===== src/rtl/return_stack_ctrl_pkg.sv =====
// rtl/return_stack_ctrl_pkg.sv - shared constants, stack op encoding and decode helpers
package return_stack_ctrl_pkg;

   localparam int ADDR_W_DEFAULT = 12;
   localparam int DEPTH_DEFAULT  = 8;

   // Instruction prefixes the controller decodes into push (call) and pop (return)
   localparam logic [4:0] CALL_PREFIX = 5'b11101;
   localparam logic [5:0] RET_PREFIX  = 6'b111100;

   typedef enum logic [1:0] {
      OP_NONE = 2'b00,
      OP_PUSH = 2'b01,
      OP_POP  = 2'b10,
      OP_REPL = 2'b11
   } stack_op_e;

   function automatic stack_op_e decode_op(input logic push, input logic pop);
      return stack_op_e'({pop, push});
   endfunction

   function automatic logic is_call_prefix(input logic [4:0] prefix);
      return prefix == CALL_PREFIX;
   endfunction

   function automatic logic is_ret_prefix(input logic [5:0] prefix);
      return prefix == RET_PREFIX;
   endfunction

endpackage


===== src/rtl/return_stack_ctrl_if.sv =====
// rtl/return_stack_ctrl_if.sv - controller <-> return stack signal bundle
interface return_stack_ctrl_if #(
   parameter int DEPTH  = 8,
   parameter int ADDR_W = 12
) ();
   localparam int PTR_W = $clog2(DEPTH);

   logic              push;
   logic              pop;
   logic [ADDR_W-1:0] push_addr;
   logic [ADDR_W-1:0] top_addr;
   logic [PTR_W:0]    count;
   logic              empty;
   logic              full;
   logic              overflow;
   logic              underflow;

   modport master (
      output push, pop, push_addr,
      input  top_addr, count, empty, full, overflow, underflow
   );

   modport slave (
      input  push, pop, push_addr,
      output top_addr, count, empty, full, overflow, underflow
   );
endinterface


===== src/rtl/ret_stack_mem.sv =====
// rtl/ret_stack_mem.sv - DEPTH x ADDR_W register file, one sync write port, one async read port
module ret_stack_mem #(
   parameter int DEPTH  = 8,
   parameter int ADDR_W = 12,
   parameter int PTR_W  = $clog2(DEPTH)
) (
   input  logic              clock,
   input  logic              wr_en,
   input  logic [PTR_W-1:0]  wr_idx,
   input  logic [ADDR_W-1:0] wr_data,
   input  logic [PTR_W-1:0]  rd_idx,
   output logic [ADDR_W-1:0] rd_data
);
   logic [ADDR_W-1:0] mem_q [DEPTH];

   always_ff @(posedge clock) begin
      if (wr_en) begin
         mem_q[wr_idx] <= wr_data;
      end
   end

   assign rd_data = mem_q[rd_idx];
endmodule


===== src/rtl/return_stack_ctrl.sv =====
// rtl/return_stack_ctrl.sv - return-address stack: pointer, occupancy count, sticky error flags
module return_stack_ctrl
   import return_stack_ctrl_pkg::*;
#(
   parameter int DEPTH  = DEPTH_DEFAULT,
   parameter int ADDR_W = ADDR_W_DEFAULT
) (
   input  logic                clock,
   input  logic                init_signal,
   return_stack_ctrl_if.slave  bus
);
   localparam int PTR_W = $clog2(DEPTH);
   localparam logic [PTR_W:0]   CNT_FULL = (PTR_W+1)'(DEPTH);
   localparam logic [PTR_W:0]   CNT_ONE  = (PTR_W+1)'(1);
   localparam logic [PTR_W-1:0] SP_ONE   = PTR_W'(1);

   logic [PTR_W-1:0]  sp_q, sp_d;
   logic [PTR_W:0]    count_q, count_d;
   logic              overflow_q, overflow_d;
   logic              underflow_q, underflow_d;

   logic              wr_en;
   logic [PTR_W-1:0]  wr_idx;
   logic [ADDR_W-1:0] rd_data;
   logic              is_empty, is_full;
   stack_op_e         op;

   assign is_empty = (count_q == '0);
   assign is_full  = (count_q == CNT_FULL);
   assign op       = decode_op(bus.push, bus.pop);

   always_comb begin
      sp_d        = sp_q;
      count_d     = count_q;
      overflow_d  = overflow_q;
      underflow_d = underflow_q;
      wr_en       = 1'b0;
      wr_idx      = sp_q;
      case (op)
         OP_PUSH: begin
            if (is_full) begin
               overflow_d = 1'b1;
            end else begin
               wr_en   = 1'b1;
               sp_d    = sp_q + SP_ONE;
               count_d = count_q + CNT_ONE;
            end
         end
         OP_POP: begin
            if (is_empty) begin
               underflow_d = 1'b1;
            end else begin
               sp_d    = sp_q - SP_ONE;
               count_d = count_q - CNT_ONE;
            end
         end
         OP_REPL: begin
            // Replace-top overwrites in place; on an empty stack it degrades to a push
            wr_en = 1'b1;
            if (is_empty) begin
               sp_d        = sp_q + SP_ONE;
               count_d     = count_q + CNT_ONE;
               underflow_d = 1'b1;
            end else begin
               wr_idx = sp_q - SP_ONE;
            end
         end
         default: ;
      endcase
   end

   always_ff @(posedge clock) begin
      if (init_signal) begin
         sp_q        <= '0;
         count_q     <= '0;
         overflow_q  <= 1'b0;
         underflow_q <= 1'b0;
      end else begin
         sp_q        <= sp_d;
         count_q     <= count_d;
         overflow_q  <= overflow_d;
         underflow_q <= underflow_d;
      end
   end

   ret_stack_mem #(
      .DEPTH  (DEPTH),
      .ADDR_W (ADDR_W),
      .PTR_W  (PTR_W)
   ) u_mem (
      .clock   (clock),
      .wr_en   (wr_en && !init_signal),
      .wr_idx  (wr_idx),
      .wr_data (bus.push_addr),
      .rd_idx  (sp_q - SP_ONE),
      .rd_data (rd_data)
   );

   assign bus.top_addr  = is_empty ? '0 : rd_data;
   assign bus.count     = count_q;
   assign bus.empty     = is_empty;
   assign bus.full      = is_full;
   assign bus.overflow  = overflow_q;
   assign bus.underflow = underflow_q;
endmodule


===== src/flat_wrapper.sv =====
// flat-port wrapper written by rule: the top's interface ports become plain ports
module return_stack_ctrl_flat import return_stack_ctrl_pkg::*;
#(
   parameter int DEPTH  = DEPTH_DEFAULT,
   parameter int ADDR_W = ADDR_W_DEFAULT
)
  (clock, init_signal, bus_push, bus_pop, bus_push_addr, bus_top_addr, bus_count, bus_empty, bus_full, bus_overflow, bus_underflow);
  return_stack_ctrl_if #(.DEPTH(DEPTH), .ADDR_W(ADDR_W)) bus_i ();
  input  logic clock;
  input  logic init_signal;
  input wire logic [$bits(bus_i.push)-1:0] bus_push;
  input wire logic [$bits(bus_i.pop)-1:0] bus_pop;
  input wire logic [$bits(bus_i.push_addr)-1:0] bus_push_addr;
  output wire logic [$bits(bus_i.top_addr)-1:0] bus_top_addr;
  output wire logic [$bits(bus_i.count)-1:0] bus_count;
  output wire logic [$bits(bus_i.empty)-1:0] bus_empty;
  output wire logic [$bits(bus_i.full)-1:0] bus_full;
  output wire logic [$bits(bus_i.overflow)-1:0] bus_overflow;
  output wire logic [$bits(bus_i.underflow)-1:0] bus_underflow;
  assign bus_i.push = bus_push;
  assign bus_i.pop = bus_pop;
  assign bus_i.push_addr = bus_push_addr;
  assign bus_top_addr = bus_i.top_addr;
  assign bus_count = bus_i.count;
  assign bus_empty = bus_i.empty;
  assign bus_full = bus_i.full;
  assign bus_overflow = bus_i.overflow;
  assign bus_underflow = bus_i.underflow;
  return_stack_ctrl #(.DEPTH(DEPTH), .ADDR_W(ADDR_W)) u_core (.clock(clock), .init_signal(init_signal), .bus(bus_i));
endmodule

===== config.mk =====
export PLATFORM = sky130hd
export DESIGN_NAME = return_stack_ctrl_flat
export DESIGN_NICKNAME = d
export VERILOG_FILES = /design/src/rtl/return_stack_ctrl_pkg.sv /design/src/rtl/return_stack_ctrl_if.sv /design/src/rtl/ret_stack_mem.sv /design/src/rtl/return_stack_ctrl.sv /design/src/flat_wrapper.sv
export SDC_FILE = /design/constraint.sdc
export NUM_CORES = 1
export LEC_CHECK = 0
export CAP_MARGIN = 25
export CELL_PAD_IN_SITES_DETAIL_PLACEMENT = 1
export CELL_PAD_IN_SITES_GLOBAL_PLACEMENT = 1
export CORE_MARGIN = 2
export CORE_UTILIZATION = 49
export DETAILED_ROUTE_END_ITERATION = 8
export GPL_TIMING_DRIVEN = 0
export PLACE_DENSITY_LB_ADDON = 0.25
export SYNTH_ARGS = -nofsm -noshare
export SYNTH_HDL_FRONTEND = slang
export SYNTH_SLANG_ARGS = --single-unit

===== constraint.sdc =====
create_clock -name clock -period 3.9 [get_ports clock]
set_input_delay 0.585 -clock clock [delete_from_list [all_inputs] [get_ports clock]]
set_output_delay 0.585 -clock clock [all_outputs]
set_load 0.005 [all_outputs]

After elaboration in Yosys (flattened, before gate mapping). Memory sizes are Yosys's and may differ from the RTL's. Cells that the tools add are included. Widths: inputs -> output; s select.

Input bits: 16. Logic and storage cells: 39. Memories: 1. Output and inout port bits: 20. Register bits after elaboration: 9. RAM bits: 96.

Eq/ne operators: 7. Reductions and logical operators: 9. Mux-type cells: 14. $add $sub $neg: 4.

Memories: u_core.u_mem.mem_q (words 8, width 12, rd ports 1, clocked after memory_dff 0, write ports 1, RTL line ret_stack_mem.sv:14) `logic [ADDR_W-1:0] mem_q [DEPTH];`.

Operators with widths (count): $mux 12 (1); $mux 3 (4); $mux 4 (3); $pmux 4 s3 (1); $pmux 3 s3 (1); $add 4x1->4 const B (1); $eq 2x2->1 const B (2); $eq 4x4->1 const B (1); $logic_not 4->1 (1); $ne 2x2->1 const B (2); $reduce_and 2->1 (2); $reduce_and 4->1 (1); $sub 4x1->4 const B (1); $add 3x1->3 const B (1); $mux 1 (3); $reduce_and 3->1 (1); $reduce_bool 3->1 (1); $sub 3x1->3 const B (1); $eq 2x1->1 const B (1); $ne 2x1->1 const B (1); $pmux 1 s2 (1); $reduce_or 2->1 (1); $logic_and 1x1->1 (1); $logic_not 1->1 (1).

Depth between registers and ports, before layout. Gate-level depths: netlist of run 1.

Depth in word-level cells: 6. Mapped depth: 9. Gate-level depth less buffers: 6.

Cells and area by module. A second synthesis of run 1 with hierarchy kept.

Cell total of the unflattened synthesis: 255. Area, all modules: 4558.1 µm².

By module, submodules not included: ret_stack_mem (times used 1, area each 3747.3 µm², cells an instance 152); return_stack_ctrl (times used 1, area each 810.8 µm², cells an instance 103).

Worst setup path after synthesis of run 1. Ideal clock, no wire load.

Path kind: flip-flop to flip-flop. Start: register u_core.sp_q[0]. End: memory u_core.u_mem.mem_q[4][0] (enable). Data arrival time: 2479 ps. Stages on the path, launching flop included: 10. Required time: 3520 ps. Setup time: 380 ps. Slack: 1040 ps. Cell sequence: dfxtp_1 > buf_4 > buf_2 > inv_1 > ha_1 > clkbuf_1 > nand3_1 > a211oi_1 > a31oi_1 > nor2_1.

Word-level cells in the longest chain between the ends: 3.

RTL lines: from (decl) (RTL line return_stack_ctrl.sv:17) `logic [PTR_W-1:0] sp_q, sp_d;`; from (signal assigned) (RTL line return_stack_ctrl.sv:79) `sp_q <= sp_d;`; $sub 3x1->3 (RTL line return_stack_ctrl.sv:65) `wr_idx = sp_q - SP_ONE;`; $mux 3; $mux 3 (*) (RTL line return_stack_ctrl.sv:39) `case (op)`; to (decl) (RTL line ret_stack_mem.sv:14).

Every way passes the cells marked *; elsewhere a longest branch is shown, timed or not.

Final worst setup path of run 1.
Start: register u_core.sp_q[0]. End: output port bus_top_addr[10].

Word-level cells in the longest chain between the ends: 3.

RTL lines: $sub 3x1->3 (RTL line return_stack_ctrl.sv:95) `.rd_idx (sp_q - SP_ONE),`; $mem_v2 8x12; $mux 12 (RTL line return_stack_ctrl.sv:99) `assign bus.top_addr = is_empty ? '0 : rd_data;`; to (decl) (RTL line flat_wrapper.sv:14) `output wire logic [$bits(bus_i.top_addr)-1:0] bus_top_addr;`.

No other way between the ends.

==> flow_metrics.tcl, run 1 <==
set metrics [dict create \
    status "finished, final reports clean" \
    yosysWarnings 0 \
    yosys.area_share.xor_xnor_pct 0.799 \
    syn_area_per_cell_sq_um 16.4 \
    first_pass_iters 4 \
    postCtsSetupBuffers 0 \
    max_cap_viol_count 0 \
    core_sq_mm 0.00872 \
    drt-initial-drc-count 150 \
    grt_pass1_wl_um 16000 \
    cts_buffers 9 \
    antenna_found_initial 0 \
    holdPathStages 2 \
    gp_congestion 0.769 \
    cts_root_buf "clkbuf_8" \
    vias_per_cell 5.81 \
    worst-r2r-cell-count 10 \
    p_leak_nw 1.66 \
    instances_no_fill 435 \
    slew_viol_final 0 \
    dieArea_sq_mm 0.00972 \
    grt.overflow.total 0 \
    area_delta_synth_final_pct 17.1 \
    rows 34 \
    critPathKind "register to primary output" \
    cp_data_arrival_time_ns 3.11 \
    htree_levels 3 \
    grt_pass1_vias 2756 \
    num_vias 2528 \
    path_max_fanout 10 \
    endpoint_kind "primary output" \
    utilization_pct 58.9 \
    grt.total_usage_pct 22.1 \
    clock_latency_ns 0.36 \
    pwr_density_cell_mw_per_mm2 739 \
    tightest_slew_ns 0.973 \
    min_period_ns 3.70 \
    initial_core_util_pct 50.3 \
    grt_max_degree 19 \
    hp-class "register to register" \
    io_pins 36 \
    synthAdderAreaFrac_pct 0.856 \
    postSynthNetCount 287 \
    synth_top_family_by_area "multiplexers" \
    post_drt_wl_per_cell_um 23.0 \
    n_fill_cell 828 \
    clkTransAtPathRegs_ns 0.10 \
    crit_path_cell_trace "buf_4 -> buf_4 -> inv_1 -> ha_1 -> clkbuf_2 -> mux4_2 -> nand2_1 -> a21oi_1 -> clkdlybuf4s50_1" \
    crit_required_ns 3.31 \
    synth-seq-area-share_pct 69.8 \
    r2r_slack_ns 0.39 \
    die_h_um 98.6 \
    p_switching_mw 1.36 \
    ys_ff_latch 105 \
    dp_cells 419 \
    synth_compound_area_share_pct 5.73 \
    rsz0062_at_grt "no" \
    clk_path_buf_depth 2 \
    diodes 0 \
    p_clk_share_pct 16.5 \
    ys_types 41 \
    slew_headroom_pct 34.9 \
    ant_nets 0 \
    clock-sinks 105 \
    final_nets 341 \
    synth_cells 268 \
    p_comb_share_pct 46.5 \
    setup_viol 0 \
    synth_mux_area_share_pct 12.6 \
    cpMostUsedCell "buf_4" \
    peakVddDrop_v 0.000292 \
    hp-start "u_core.bus.underflow" \
    pwr-share-seq_pct 37.0 \
    synth-simple-area-share_pct 7.70 \
    drcViolationCount 0 \
    drive_above_1_share_pct 20.8 \
    p_sw_share_pct 35.9 \
    clock_skew_ns 0.0100 \
    chipWidth_um 98.6 \
    fin_crit_sh_pct 94.8 \
    synth_area_sq_mm 0.00439 \
    synth_area_leader_cell "edfxtp_1" \
    synth.area.top_cells "edfxtp_1 (66%), mux4_2 (12%), dfxtp_1 (4.1%), nand2_1 (2.6%), a21oi_1 (1.7%)" \
    critPathMaxStageDelay_ns 0.54 \
    internal-power_mw 2.44 \
    dp_hpwl_um 7070 \
    rr_startpoint "u_core.sp_q[0]" \
    cp_slowest_cell "clkdlybuf4s50_1" \
    crit-reg2reg-capture "u_core.u_mem.mem_q[0][3]" \
    min_to "u_core.bus.underflow" \
    drt_wl_total_um 10000 \
    portBuffers 35 \
    cp-start-kind "register" \
    cts_tree "yes" \
    hold_viol_final 0 \
    synth_top_area_share_pct 65.7 \
    max_clock_freq_mhz 270 \
]
==> state kept, by name, summed over array words and instances (netlist names) <==
signal and count:
u_core.u_mem.mem_q 96, u_core.bus.overflow 1, u_core.bus.underflow 1, u_core.sp_q 3
u_core.bus.count 4
==> Yosys cell counts (all sizes together) <==
cell type	number
edfxtp	96
nand2	30
mux4	24
nor2	17
a21oi	15
clkbuf	9
dfxtp	9
a31oi	8
nor3	8
buf	7
inv	4
nand2b	4
xnor2	4
a211oi	3
ha	3
o21ai	3
a2111oi	2
and3	2
nand3	2
nor2b	2
o31a	2
a221oi	1
and2	1
clkinv	1
mux2	1
nand3b	1
nor3b	1
nor4	1
o21a	1
o21ba	1
o221a	1
o221ai	1
or2	1
or4	1
or4b	1
==> kinds of logic (layout without fill, tap and decap cells) <==
| logic type | count (synthesis) | in the layout |
|---|---|---|
| DFF | 105 | 105 |
| and+or+nand+nor | 72 | 72 |
| AOI/OAI and AO/OA | 38 | 38 |
| muxes | 25 | 25 |
| buffers and inverters | 21 | 80 |
| xor gates and xnor gates | 4 | 4 |
| adders and majority gates | 3 | 3 |
==> power by group through the flow <==
| stage | clock (mW) | sequential [mW] | combinational (mW) |
|---|---|---|---|
| 4_1_cts | 0.634 | 1.41 | 1.78 |
| 6_report | 0.625 | 1.41 | 1.77 |
| 5_1_grt | 0.664 | 1.42 | 1.93 |
| 3_5_place_dp | 0 | 1.43 | 1.76 |
| 3_3_place_gp | 0 | 1.42 | 1.69 |
| 2_1_floorplan | 0 | 1.41 | 1.07 |
==> cell type report <==
| cell class | count | area (sq um) | share of cell area, % |
|---|---|---|---|
| well taps | 108 | 135 | 2.63 |
| multi-input cells | 142 | 1210 | 23.6 |
| clock buffers | 10 | 128 | 2.48 |
| plain buffers | 16 | 100 | 1.95 |
| clock inverters | 6 | 48.8 | 0.950 |
| flip-flops and latches | 105 | 3060 | 59.6 |
| repair buffers | 43 | 425 | 8.28 |
| inverters | 5 | 23.8 | 0.463 |
==> worst max-delay path by stage <==
stage,from,endpoint,slack (ns),depth (start not counted)
2_1_floorplan,u_core.sp_q[0],u_core.u_mem.mem_q[4][0],1.04,9
3_3_place_gp,u_core.sp_q[0],u_core.u_mem.mem_q[5][2],-0.04,9
3_5_place_dp,u_core.sp_q[0],u_core.u_mem.mem_q[0][4],-0.05,10
4_1_cts,u_core.sp_q[0],bus_top_addr[3],0.11,10
5_1_grt,u_core.sp_q[0],bus_top_addr[3],0.007,10
6_report,u_core.sp_q[0],bus_top_addr[10],0.20,9
==> stage by stage <==
stage / power (mW) / hold slack, ns / worst slack, ns / setup TNS, ns / cell area [sq um]
3_3_place_gp: 3.11 / 0.456 / -0.0394 / -1.23 / 4870
3_5_place_dp: 3.19 / 0.463 / -0.0460 / -0.229 / 4950
4_1_cts: 3.82 / 0.492 / 0.109 / 0 / 5130
5_1_grt: 4.01 / 0.540 / 0.00737 / 0 / 5140
2_1_floorplan: 2.49 / 0.460 / 1.04 / 0 / 4390
6_report: 3.80 / 0.481 / 0.202 / 0 / 5140
==> per-layer routing <==
layer  routed length, um  vias up  track usage, %
met5                   0        -               0
met4                 128        0            6.01
li1                    -     1158               -
met2                5020       64            36.5
met3                 382       13            3.19
met1                4490     1293            31.3
==> worst max-delay path: cells and delay by family, from the launching register on <==
family          cells  cell delay (ns)
buf+inv             5             1.50
compound gates      1             0.21
simple gates        1             0.06
mux                 1             0.26
flops               1             0.38
fa+ha+maj           1             0.34
==> cells in the final DEF (no fill, tap or decap), types with 3 or more instances in the layout <==
cell type	Yosys	routed
edfxtp_1	96	96
clkdlybuf4s50_1	0	35
nand2_1	30	30
mux4_2	24	24
nor2_1	16	16
a21oi_1	15	15
clkbuf_8	0	9
dfxtp_1	9	9
nor3_1	8	8
a31oi_1	8	8
buf_4	2	7
buf_6	2	6
clkbuf_1	9	5
nand2b_1	4	4
xnor2_1	4	4
buf_2	3	3
inv_1	3	3
a211oi_1	3	3
ha_1	3	3
==> timing repair <==
action / CTS / global route
pin swaps: 0 / 0
hold buffers: 0 / 0
gates resized for setup: 6 / 5
setup endpoints to repair: 22 / 9
No activity file was read; power rests on OpenSTA's default activity.
==> run 2: changes to the inputs <==
--- a/config.mk
+++ b/config.mk
@@ -8,6 +8,7 @@
 export CAP_MARGIN = 25
 export CELL_PAD_IN_SITES_DETAIL_PLACEMENT = 1
 export CELL_PAD_IN_SITES_GLOBAL_PLACEMENT = 1
+export CORE_ASPECT_RATIO = 1.25
 export CORE_MARGIN = 2
 export CORE_UTILIZATION = 49
 export DETAILED_ROUTE_END_ITERATION = 8
==> run 2 against run 1 <==
  * Register-to-register slack improved by 0.20 ns
  * Clock-buffer cell count down 1
  * Routed wire length down 0.86%
  * Final cell count increased by 2.8%
  * Hold slack improved by 0.0060 ns
  * Sequential share of layout area is 0.79 points lower
  * Design area increased by 1.3%
  * Clock skew increased by 0.0050 ns
  * Maximum frequency rose by 0.86%
  * Worst setup slack better by 0.031 ns
  * Core utilization is 0.93 points higher
  * Critical path type unchanged
  * Largest cell class unchanged
==> flow_metrics.tcl, run 2 (same netlist as run 1, synthesis figures left out) <==
set metrics [dict create \
    status "finished, final reports clean" \
    gp_congestion 0.794 \
    instances_no_fill 447 \
    clk_path_buf_depth 2 \
    grt.overflow.total 0 \
    slew_headroom_pct 55.7 \
    setup_tns_ns 0 \
    rr_startpoint "u_core.sp_q[0]" \
    clock_skew_ns 0.0151 \
    setup_viol 0 \
    ant_nets 0 \
    hold_slack_ns 0.487 \
    dpl_worst_slack_ns 0.0790 \
    tightest_slew_ns 0.661 \
    min_period_ns 3.67 \
    cts_root_buf "clkbuf_8" \
    postCtsSetupBuffers 0 \
    antenna_found_initial 0 \
    initial_core_util_pct 50.4 \
    cts_buffers 9 \
    post_drt_wl_per_cell_um 22.2 \
    mostFrequentLayoutCell "edfxtp_1" \
    grt.total_usage_pct 22.6 \
    hold_viol_final 0 \
    drcViolationCount 0 \
    postLayoutCellArea_sq_mm 0.00521 \
    drt_wl_total_um 9940 \
    dp_cells 431 \
    path_delay_family "buffers and inverters" \
    dpl-instance-area_sq_mm 0.00498 \
    p_leak_nw 1.69 \
    chipWidth_um 88.6 \
    cpMostUsedCell "buf_4" \
    cp_num_buf_inv 5 \
    cp-start-kind "register" \
    dp_hpwl_um 6560 \
    dieArea_sq_mm 0.00973 \
    rows 38 \
    endpoint_kind "primary output" \
    core_sq_mm 0.00870 \
    portBuffers 35 \
    area_delta_synth_final_pct 18.7 \
    largest-register "u_core.u_mem.mem_q" \
    slew_viol_final 0 \
    grt_pass1_wl_um 15200 \
    path_max_fanout 10 \
    max_cap_viol_count 0 \
    rsz0062_at_grt "no" \
    fin_crit_sh_pct 94.0 \
    clock_latency_ns 0.37 \
    peakVddDrop_v 0.000393 \
    diodes 0 \
    cp_data_arrival_time_ns 3.08 \
    crit_path_cell_trace "buf_4 -> buf_4 -> inv_1 -> ha_1 -> clkbuf_2 -> mux4_2 -> nand2_1 -> a21oi_1 -> clkdlybuf4s50_1" \
    hp-start "u_core.bus.underflow" \
    clock-sinks 105 \
    final_nets 341 \
    largest_reg_flops 96 \
    critPathMaxStageDelay_ns 0.52 \
    vias_per_cell 5.77 \
    cts_tree "yes" \
    drt-initial-drc-count 171 \
    cts_hold_buf 0 \
    htree_levels 3 \
    cp_slowest_cell "clkdlybuf4s50_1" \
    io_pins 36 \
    pwr_density_cell_mw_per_mm2 752 \
    clkTransAtPathRegs_ns 0.09 \
    layout_common_cells "edfxtp_1 (96), clkdlybuf4s50_1 (35), nand2_1 (30)" \
    startpoint "u_core.sp_q[0]" \
    grt_max_degree 18 \
    grt_pass1_vias 2714 \
    critPathKind "register to primary output" \
    num_vias 2579 \
    crit_required_ns 3.31 \
    max_clock_freq_mhz 273 \
    hp-class "register to register" \
    worst_slack_ns 0.234 \
    drive_above_1_share_pct 21.1 \
    first_pass_iters 4 \
    die_h_um 110 \
]
[run 2: worst paths after layout]
path                            cells past startpoint  slack, ns                  endpoint
worst min-delay path                                2       0.49      u_core.bus.underflow
worst min register to register                      2       0.49      u_core.bus.underflow
worst max register to register                     10       0.59  u_core.u_mem.mem_q[5][8]
worst max-delay path                                9       0.23           bus_top_addr[6]
[run 2: power breakdown]
part           internal, mW  switching, mW  total, mW
clock network         0.362          0.368      0.730
logic                 0.851          0.931       1.78
registers              1.35         0.0564       1.40
total                  2.56           1.35       3.91
[run 2: routing by layer]
| layer | wire length, um | GRT usage, % | vias up |
|---|---|---|---|
| met5 | 0 | 0 | - |
| met4 | 274 | 10.2 | 0 |
| met3 | 377 | 5.86 | 20 |
| met2 | 5070 | 35.4 | 61 |
| met1 | 4210 | 29.6 | 1341 |
| li1 | - | - | 1157 |
[run 2: final cells by class]
cell class | count | area, sq um
clock buffer | 9 | 124
buffer | 16 | 100
multi-input combinational | 142 | 1210
fill | 800 | 3490
sequential | 105 | 3060
clock inverter | 7 | 91.3
timing repair buffer | 43 | 440
inverter | 5 | 23.8
tap | 120 | 150
[run 2: repair_timing]
action	CTS	global route
setup endpoints to repair	12	6
gates resized for setup	6	4
pin swaps	0	0
[run 2: stage by stage]
step                utilization, %  power (mW)
global placement              56.2        3.13
CTS                           59.8        3.94
floorplan                        -        2.49
global route                  59.8        4.14
detailed placement            57.2        3.19
finish                        59.8        3.91
[run 2: worst min-delay path: stages (launching register included)]
cell and delay, ns:
dfxtp_1 0.34, a21oi_1 0.05, nor2_1 0.07
==> run 3: changes to the inputs <==
--- a/config.mk
+++ b/config.mk
@@ -11,6 +11,7 @@
 export CORE_ASPECT_RATIO = 1.25
 export CORE_MARGIN = 2
 export CORE_UTILIZATION = 49
+export CTS_CLUSTER_DIAMETER = 150
 export DETAILED_ROUTE_END_ITERATION = 8
 export GPL_TIMING_DRIVEN = 0
 export PLACE_DENSITY_LB_ADDON = 0.25
==> results of run 3 <==
No change in the layout: final DEF, timing and power equal those of run 2.
